**src/rtl/mem_burst_slave_ctrl_pkg.sv**
```systemverilog
// Shared main-bus memory definitions (page map, payload size) plus burst-slave FSM
// states and the page-decode helper.
package mem_burst_slave_ctrl_pkg;

    localparam int unsigned DATAPAYLOADSIZE = 4;
    localparam int unsigned MEMPAGE1        = 2;
    localparam int unsigned MEMPAGE2        = 3;

    typedef enum logic [1:0] {
        IDLE     = 2'd0,
        WRITE    = 2'd1,
        RD_ISSUE = 2'd2,
        RD_DRAIN = 2'd3
    } burst_state_t;

    // True when page lies in the inclusive decoded range [lo, hi]
    function automatic logic page_in_range(input int unsigned page,
                                           input int unsigned lo,
                                           input int unsigned hi);
        return (page >= lo) && (page <= hi);
    endfunction

endpackage

```
**src/rtl/mem_burst_slave_ctrl_if.sv**
```systemverilog
// Multiplexed address/data main-bus signals seen by a memory-side slave.
interface mem_burst_slave_ctrl_if #(
    parameter int unsigned BUSWIDTH = 16
) ();
    logic                AddrValid;
    logic                rw;
    logic [BUSWIDTH-1:0] AddrDataIn;
    logic [BUSWIDTH-1:0] AddrDataOut;
    logic                AddrDataOE;

    modport master (
        output AddrValid, rw, AddrDataIn,
        input  AddrDataOut, AddrDataOE
    );

    modport slave (
        input  AddrValid, rw, AddrDataIn,
        output AddrDataOut, AddrDataOE
    );
endinterface

```
**src/rtl/mem_burst_slave_ctrl_rd_valid_pipe.sv**
```systemverilog
// Read-beat valid tracker: delays the array read strobe by the memory read latency
// so it lines up with valid array data on the bus.
module rd_valid_pipe #(
    parameter int unsigned RD_LAT = 1
) (
    input  logic clk,
    input  logic rst,
    input  logic issue,
    output logic valid
);
    generate
        if (RD_LAT == 0) begin : g_wire
            assign valid = issue;
        end else begin : g_pipe
            logic [RD_LAT-1:0] sr;

            always_ff @(posedge clk or posedge rst) begin
                if (rst) sr <= '0;
                else     sr <= RD_LAT'({sr, issue});
            end

            assign valid = sr[RD_LAT-1];
        end
    endgenerate
endmodule

```
**src/rtl/mem_burst_slave_ctrl.sv**
```systemverilog
// Memory-side burst slave: decodes a page range on the main bus and runs fixed-length
// linear or wrapping read/write bursts against a synchronous memory array.
module mem_burst_slave_ctrl
    import mem_burst_slave_ctrl_pkg::*;
#(
    parameter  int unsigned BUSWIDTH = 16,
    parameter  int unsigned PAGEBITS = 4,
    parameter  int unsigned PAGE_LO  = MEMPAGE1,
    parameter  int unsigned PAGE_HI  = MEMPAGE1,
    parameter  int unsigned BURST    = DATAPAYLOADSIZE,
    parameter  int unsigned RD_LAT   = 1,
    parameter  int unsigned WRAP     = 0,
    localparam int unsigned OFFW     = BUSWIDTH - PAGEBITS,
    localparam int unsigned NPG      = PAGE_HI - PAGE_LO + 1,
    localparam int unsigned MEM_AW   = OFFW + $clog2(NPG)
) (
    input  logic                 clk,
    input  logic                 resetH,
    mem_burst_slave_ctrl_if.slave bus,
    output logic [MEM_AW-1:0]    memAddr,
    output logic                 memRdEn,
    output logic                 memWrEn,
    output logic [BUSWIDTH-1:0]  memDataIn,
    input  logic [BUSWIDTH-1:0]  memDataOut,
    output logic                 busy,
    output logic                 protErr
);
    localparam int unsigned   CNTW  = $clog2(BURST) + 1;
    localparam logic [OFFW-1:0] WMASK = OFFW'(BURST - 1);

    burst_state_t        state, state_nx;
    logic [PAGEBITS-1:0] page_q;
    logic [OFFW-1:0]     off_q;
    logic [OFFW-1:0]     off_inc;
    logic [OFFW-1:0]     off_nx;
    logic [CNTW-1:0]     cnt_q;
    logic [1:0]          drain_q;
    logic                last_beat;
    logic                hit;
    logic                rd_oe;
    logic [PAGEBITS-1:0] page_in;

    assign page_in   = bus.AddrDataIn[BUSWIDTH-1 -: PAGEBITS];
    assign hit       = bus.AddrValid && page_in_range(32'(page_in), PAGE_LO, PAGE_HI);
    assign last_beat = (cnt_q == CNTW'(1));

    // Linear mode rolls over the whole page; wrap mode only advances the in-burst bits
    assign off_inc = off_q + OFFW'(1);
    assign off_nx  = (WRAP != 0) ? ((off_q & ~WMASK) | (off_inc & WMASK)) : off_inc;

    always_ff @(posedge clk or posedge resetH) begin
        if (resetH) state <= IDLE;
        else        state <= state_nx;
    end

    always_comb begin
        state_nx = state;
        memWrEn  = 1'b0;
        memRdEn  = 1'b0;
        busy     = 1'b1;
        case (state)
            IDLE: begin
                busy = 1'b0;
                if (hit) state_nx = bus.rw ? RD_ISSUE : WRITE;
            end
            WRITE: begin
                memWrEn = 1'b1;
                if (last_beat) state_nx = IDLE;
            end
            RD_ISSUE: begin
                memRdEn = 1'b1;
                if (last_beat) state_nx = (RD_LAT == 0) ? IDLE : RD_DRAIN;
            end
            RD_DRAIN: begin
                if (drain_q == 2'd1) state_nx = IDLE;
            end
            default: state_nx = IDLE;
        endcase
    end

    always_ff @(posedge clk or posedge resetH) begin
        if (resetH) begin
            page_q  <= '0;
            off_q   <= '0;
            cnt_q   <= '0;
            drain_q <= '0;
        end else begin
            case (state)
                IDLE: begin
                    if (hit) begin
                        page_q <= page_in;
                        off_q  <= bus.AddrDataIn[OFFW-1:0];
                        cnt_q  <= CNTW'(BURST);
                    end
                end
                WRITE, RD_ISSUE: begin
                    off_q <= off_nx;
                    cnt_q <= cnt_q - CNTW'(1);
                    if (last_beat) drain_q <= 2'(RD_LAT);
                end
                RD_DRAIN: drain_q <= drain_q - 2'd1;
                default: ;
            endcase
        end
    end

    // Array address is the page index relative to PAGE_LO above the latched offset
    assign memAddr   = (memWrEn || memRdEn)
                     ? MEM_AW'({PAGEBITS'(32'(page_q) - PAGE_LO), off_q})
                     : '0;
    assign memDataIn = memWrEn ? bus.AddrDataIn : '0;
    assign protErr   = bus.AddrValid && (state != IDLE);

    rd_valid_pipe #(
        .RD_LAT (RD_LAT)
    ) u_rd_valid_pipe (
        .clk   (clk),
        .rst   (resetH),
        .issue (memRdEn),
        .valid (rd_oe)
    );

    assign bus.AddrDataOE  = rd_oe;
    assign bus.AddrDataOut = rd_oe ? memDataOut : '0;

endmodule

```
**src/flat_wrapper.sv**
```systemverilog
// flat-port wrapper written by rule: the top's interface ports become plain ports
module mem_burst_slave_ctrl_flat import mem_burst_slave_ctrl_pkg::*;
#(
    parameter  int unsigned BUSWIDTH = 16,
    parameter  int unsigned PAGEBITS = 4,
    parameter  int unsigned PAGE_LO  = MEMPAGE1,
    parameter  int unsigned PAGE_HI  = MEMPAGE1,
    parameter  int unsigned BURST    = DATAPAYLOADSIZE,
    parameter  int unsigned RD_LAT   = 1,
    parameter  int unsigned WRAP     = 0,
    localparam int unsigned OFFW     = BUSWIDTH - PAGEBITS,
    localparam int unsigned NPG      = PAGE_HI - PAGE_LO + 1,
    localparam int unsigned MEM_AW   = OFFW + $clog2(NPG)
)
  (clk, resetH, memAddr, memRdEn, memWrEn, memDataIn, memDataOut, busy, protErr, bus_AddrValid, bus_rw, bus_AddrDataIn, bus_AddrDataOut, bus_AddrDataOE);
  mem_burst_slave_ctrl_if #(.BUSWIDTH(BUSWIDTH)) bus_i ();
  input  logic clk;
  input  logic resetH;
  output logic [MEM_AW-1:0] memAddr;
  output logic memRdEn;
  output logic memWrEn;
  output logic [BUSWIDTH-1:0] memDataIn;
  input  logic [BUSWIDTH-1:0] memDataOut;
  output logic busy;
  output logic protErr;
  input wire logic [$bits(bus_i.AddrValid)-1:0] bus_AddrValid;
  input wire logic [$bits(bus_i.rw)-1:0] bus_rw;
  input wire logic [$bits(bus_i.AddrDataIn)-1:0] bus_AddrDataIn;
  output wire logic [$bits(bus_i.AddrDataOut)-1:0] bus_AddrDataOut;
  output wire logic [$bits(bus_i.AddrDataOE)-1:0] bus_AddrDataOE;
  assign bus_i.AddrValid = bus_AddrValid;
  assign bus_i.rw = bus_rw;
  assign bus_i.AddrDataIn = bus_AddrDataIn;
  assign bus_AddrDataOut = bus_i.AddrDataOut;
  assign bus_AddrDataOE = bus_i.AddrDataOE;
  mem_burst_slave_ctrl #(.BUSWIDTH(BUSWIDTH), .PAGEBITS(PAGEBITS), .PAGE_LO(PAGE_LO), .PAGE_HI(PAGE_HI), .BURST(BURST), .RD_LAT(RD_LAT), .WRAP(WRAP)) u_core (.clk(clk), .resetH(resetH), .bus(bus_i), .memAddr(memAddr), .memRdEn(memRdEn), .memWrEn(memWrEn), .memDataIn(memDataIn), .memDataOut(memDataOut), .busy(busy), .protErr(protErr));
endmodule
```
**config.mk**
```make
export PLATFORM = sky130hd
export DESIGN_NAME = mem_burst_slave_ctrl_flat
export DESIGN_NICKNAME = d
export VERILOG_FILES = /design/src/rtl/mem_burst_slave_ctrl_pkg.sv /design/src/rtl/mem_burst_slave_ctrl_if.sv /design/src/rtl/mem_burst_slave_ctrl_rd_valid_pipe.sv /design/src/rtl/mem_burst_slave_ctrl.sv /design/src/flat_wrapper.sv
export SDC_FILE = /design/constraint.sdc
export NUM_CORES = 1
export LEC_CHECK = 0
export ABC_CLOCK_PERIOD_IN_PS = 1700
export CAP_MARGIN = 15
export CELL_PAD_IN_SITES_DETAIL_PLACEMENT = 0
export CELL_PAD_IN_SITES_GLOBAL_PLACEMENT = 1
export CORE_MARGIN = 2
export CORE_UTILIZATION = 25
export CTS_CLUSTER_SIZE = 20
export DETAILED_ROUTE_END_ITERATION = 10
export PLACE_DENSITY = 0.83
export SLEW_MARGIN = 20
export SYNTH_ARGS = -nofsm -noshare
export SYNTH_HDL_FRONTEND = slang
export SYNTH_HIERARCHICAL = 1
export SYNTH_SLANG_ARGS = --single-unit
export TNS_END_PERCENT = 50
```
**constraint.sdc**
```tcl
create_clock -name clk -period 1.7 [get_ports clk]
set_input_delay 0.34 -clock clk [delete_from_list [all_inputs] [get_ports clk]]
set_output_delay 0.34 -clock clk [all_outputs]
set_load 0.01 [all_outputs]
```
-- Word-level counts from Yosys, hierarchy flattened
Index checks and enable logic that the tools add are counted.
- bits in registers: 20
- word-level logic and storage cells: 50
- mux-type cells: 18
- add/sub/neg operators: 3
- equal/unequal tests: 10
- reductions and logical operators: 12
- magnitude comparators: 2
- operators by type and width (operator ; number):
    $mux 16 ; 2
    $mux 12 ; 2
    $pmux 12 s2 ; 1
    $add 12x1->12 const B ; 1
    $mux 2 ; 6
    $ne 2x1->1 const B ; 5
    $pmux 2 s4 ; 1
    $pmux 3 s2 ; 1
    $reduce_bool 2->1 ; 3
    $eq 2x1->1 const B ; 2
    $eq 2x2->1 const B ; 2
    $ge 4x2->1 const B ; 1
    $le 4x2->1 const B ; 1
    $pmux 2 s2 ; 1
    $reduce_and 2->1 ; 2
    $reduce_and 4->1 ; 1
    $eq 3x1->1 const B ; 1
    $logic_and 1x1->1 ; 3
    $mux 1 ; 3
    $mux 3 ; 1
    $sub 3x1->3 const B ; 1
    $logic_not 2->1 ; 1
    $reduce_or 2->1 ; 1
    $sub 2x1->2 const B ; 1
    $logic_or 1x1->1 ; 1

-- Logic depth before layout (Yosys ltp)
Gate-level depths: netlist of the first run.
- depth after elaboration: 5
- depth in mapped cells: 8
- mapped depth without buffers: 6

-- By module
Netlist of the first run, hierarchy kept.
- modules (own cells, without submodules) (module ; instances ; area an instance (µm²) ; cells an instance):
    mem_burst_slave_ctrl ; 1 ; 1600.3 ; 196
    rd_valid_pipe ; 1 ; 28.8 ; 2

-- Worst setup path before layout of the first run
OpenSTA, ideal clock, no wires.
- path kind: register -> output
- from: reg u_core.state[0]
- to: out memAddr[3]
- cell stages (with the launch flop): 7
- setup slack: -0.134 ns
- arrival: 1.494 ns
- path buffers: 3
- data required time: 1.360 ns
- cells stage by stage: dfrtp_1 > inv_1 > ha_1 > buf_2 > clkbuf_1 > clkbuf_1 > and2_1
- longest elaborated chain between the ends: 4
- elaborated cells on any way between the ends: 6
- RTL lines (what ; line ; source):
    start, declared ; mem_burst_slave_ctrl.sv:31 ; burst_state_t state, state_nx;
    start signal, assigned ; mem_burst_slave_ctrl.sv:53 ; else state <= state_nx;
    $eq 2x1->1 or $eq 2x2->1 (tied branches) ; mem_burst_slave_ctrl.sv:61 ; case (state)
    $mux 1 ; mem_burst_slave_ctrl.sv:61 ;
    $logic_or 1x1->1 (*) ; mem_burst_slave_ctrl.sv:108 ; assign memAddr = (memWrEn || memRdEn)
    $mux 12 (*) ; mem_burst_slave_ctrl.sv:109 ; ? MEM_AW'({PAGEBITS'(32'(page_q) - PAGE_LO), off_q})
    end, declared ; flat_wrapper.sv:19 ; output logic [MEM_AW-1:0] memAddr;
Every way passes the cells marked *; elsewhere a longest branch is shown, timed or not.

-- Final worst setup path of the first run
- from: reg u_core.state[0]
- to: out memAddr[10]
The elaborated chain is that of the path after synthesis.

==> results.tsv, run 1 <==
metric	value	unit
status	finished with violations	
violated checks	setup timing	
post-synthesis xor/xnor area fraction	0.5376	%
startpoint types	flop	
Crit-path slowest cell	dfrtp_1	
logic gate share of total power	75.6	%
Total Wirelength	5808	um
clock slew at reported path FFs	0.09	ns
post-synthesis mux area share	2.535	%
EDFF count, synth	0	
main combinational cell family by area after synthesis	simple AND/OR/NAND/NOR gates	
area leader, netlist	dfrtp_1	
required time worst endpoint	1.36	ns
clk_lat worst skew	0.27	ns
total gr overflow	0	
Syn Nets	242	
Worst Skew	0.003872	ns
Int Power	3698	uW
Final Worst Setup Slack	-0.1559	ns
hpwl dp	4162	um
# DRC	0	
CTS sink count	20	
worst-margin pin slew	0.3908	ns
Crit path arrival time	1.52	ns
Die Y	84.73	um
CP dominant cell by count	buf_6	
crit-path max cell delay	0.41	ns
global-route wire length before repair	9377	um
Yosys top cell area share	30.72	%
Synth Area in Compound Gates	18.97	%
Synth Area in Adders	6.144	%
Cells after Synth	198	
CP Max Fanout	7	
core area	6314	um^2
Starting Density	25.80	%
max-cap violations	0	
root buffer cell	clkbuf_8	
Via-to-Cell Ratio	4.777	
ys async rst share	100.0	%
critical path class	flop to primary output	
initial antenna violation count	0	
CP cell instances	inv_2, ha_4, buf_12, buf_6, and2_4, buf_6	
CTS Buf Count	3	
I/O pins	85	
count leader, synth	and2_1	
Slew HR	73.70	%
simple-gate share of the synthesized area	34.41	%
Mapped Area	1629	um^2
GRT Total Usage	16.24	%
IR drop worst, VDD	1.052	mV
layout cell share with drive strength beyond 1	35.40	%
layout overhead on the synthesized area	85.18	%
ys flop type	dfrtp_1	
dpl ws	-0.2375	ns
Netlist cell types	44	
CTS tree	yes	
maximum number of pins on one net before global-route repair	20	
Seq cells post-synth	20	
Max clock buf depth	2	
final setup violation count	35	
Switch Pwr	2671	uW
post-route ant nets	0	
die area	7178	um^2
Seq/Total Area, Yosys	30.72	%
hold slack	0.2221	ns
row count	29	
Final Cycle Share	109.2	%
Total Power	6369	uW
Detailed Routing Iterations Pass 1	4	
RD Place Congestion	0.7965	
Synth top cells by count	43 x and2_1, 20 x dfrtp_1, 13 x nand2_1, 13 x o21ai_0, 11 x inv_1	
H-tree depth	1	
Clock power frac	8.1	%
Initial DRC Count	124	
antenna fix cells	0	
vias in the first global route	1844	
switching share of power	41.94	%
Placement Cell Area	2815	um^2
pwr/cell area	2111	nW/um^2
PortBufs	84	
placed insts	388	
Final Hold Vio Count	0	
largest cells by area after synthesis	dfrtp_1 31%, and2_1 17%, ha_1 6.1%, o21ai_0 4.0%, nand2_1 3.0%	
RSZ-0062 raised after global routing	true	
crit end category	primary output	
fin nets	367	
routed length per instance	14.56	um
chip width	84.73	um
Final Critical Period	1.856	ns
Static Leakage	0.001459	uW
final non-filler cell total	399	
total number of vias	1906	
Fmax	0.5388	GHz
register share of total power	16.3	%
fin. max-slew vios	0	
Mean Syn Cell Area	8.228	um^2
Synth Warn #	6	
HP Class	primary input to asynchronous set/reset pin	
cell area after layout	3017	um^2
[final timing paths]
| check | start | end | slack [ns] | depth (start not counted) |
|---|---|---|---|---|
| min reg2reg | u_core/cnt_q[2] | u_core/cnt_q[2] | 0.51 | 1 |
| min | resetH | u_core/u_rd_valid_pipe/valid | 0.22 | 2 |
| max | u_core/state[0] | memAddr[10] | -0.16 | 6 |
| min in group clk | u_core/cnt_q[2] | u_core/cnt_q[2] | 0.51 | 1 |
| max in group asynchronous | resetH | u_core/off_q[10] | 1.06 | 3 |
| max reg2reg | u_core/state[0] | u_core/off_q[8] | -0.10 | 8 |
[critical path, delay by kind of cell (launching register included)]
| family | cells | cell delay [ns] |
|---|---|---|
| DFF | 1 | 0.41 |
| and+or+nand+nor | 1 | 0.14 |
| adders and majority gates | 1 | 0.23 |
| buffers and inverters | 4 | 0.45 |
[placed cells by master (no fill, tap or decap), types with 3 or more instances in the layout]
cell             Yosys  layout
and3_1               4       3
a21oi_1              6       5
ha_1                 8       5
nand3_1              6       6
nand4_1              3       3
buf_6                2      17
dlygate4sd2_1        0      18
buf_4                1      37
a31oi_1              5       5
clkbuf_8             0       3
dfrtp_1             20      19
nand2_1             13      13
o21ai_0             13      10
buf_2                3      20
nor2b_1              4       3
inv_1               11       8
mux2i_1              3       3
nand2b_1             3       3
and2_1              43      33
and2_4               0      10
nor2_1               8       8
clkdlybuf4s50_1      0      35
inv_2                1       4
nor3_1               7       5
[metal layers]
layer  track usage [%]  share of wire, %  vias up
met3             1.967               3.7        5
met2             27.99                53       43
met5                 0                 0        -
met4             3.752              0.81        0
met1             21.76                43      915
li1                  -                 -      943
[power groups by stage]
| stage | Clock (uW) | Sequential [uW] | Combinational (uW) |
|---|---|---|---|
| 6_report | 515 | 1040 | 4820 |
| 5_1_grt | 531 | 1090 | 5190 |
| 4_1_cts | 513 | 1010 | 4610 |
| 3_5_place_dp | 0 | 1010 | 4050 |
| 3_3_place_gp | 0 | 995 | 3970 |
| 2_1_floorplan | 0 | 912 | 2160 |
[logic make-up after synthesis]
group / after synthesis
AND/OR/NAND/NOR: 97
AO/OA/AOI/OAI: 45
buffers and inverters: 23
flip-flops: 20
adder cells (fa/ha/maj): 8
multiplexers: 4
XOR/XNOR: 1
[layout make-up]
type,instances,area [um^2]
clock buffer,3,41.29
clock inverter,1,30.03
inverter,12,45.04
fill,621,3297
multi-input combinational,155,1132
sequential,20,501.7
timing repair buffer,131,1170
tap,77,96.34
[state kept, by name, indices dropped and copies added (netlist names)]
signal and flops:
u_core/cnt_q 3, u_core/drain_q 2, u_core/off_q 12, u_core/state 2, u_core/u_rd_valid_pipe/valid 1
[metrics by stage]
step | setup TNS, ns | utilization (%)
CTS | -2.262 | 46.87
floorplan | 0 | -
finish | -1.960 | 47.78
global placement | -7.822 | 44.59
detailed placement | -8.735 | 44.59
global route | -4.335 | 47.78
[timing repair]
item | 4_1_cts | 5_1_grt
hold buffers | 0 | 0
resized for setup | 164 | 28
endpoints found under the hold margin | 0 | 0
setup endpoints to repair | 64 | 45
buffers inserted | 3 | 0
cloned | 4 | 0
pin swaps | 0 | 4
(Power assumes the default switching activity.)
==> inputs of run 2 (changes only) <==
--- a/config.mk
+++ b/config.mk
@@ -13,6 +13,7 @@
 export CORE_UTILIZATION = 25
 export CTS_CLUSTER_SIZE = 20
 export DETAILED_ROUTE_END_ITERATION = 10
+export HOLD_SLACK_MARGIN = 0.02
 export PLACE_DENSITY = 0.83
 export SLEW_MARGIN = 20
 export SYNTH_ARGS = -nofsm -noshare
==> results of run 2 <==
Same layout as run 1: the final DEF is identical, and so are final timing and power.
==> inputs of run 3 (changes only) <==
--- a/config.mk
+++ b/config.mk
@@ -6,7 +6,7 @@
 export NUM_CORES = 1
 export LEC_CHECK = 0
 export ABC_CLOCK_PERIOD_IN_PS = 1700
-export CAP_MARGIN = 15
+export CAP_MARGIN = 0
 export CELL_PAD_IN_SITES_DETAIL_PLACEMENT = 0
 export CELL_PAD_IN_SITES_GLOBAL_PLACEMENT = 1
 export CORE_MARGIN = 2
==> results of run 3 <==
Same layout as run 1: the final DEF is identical, and so are final timing and power.
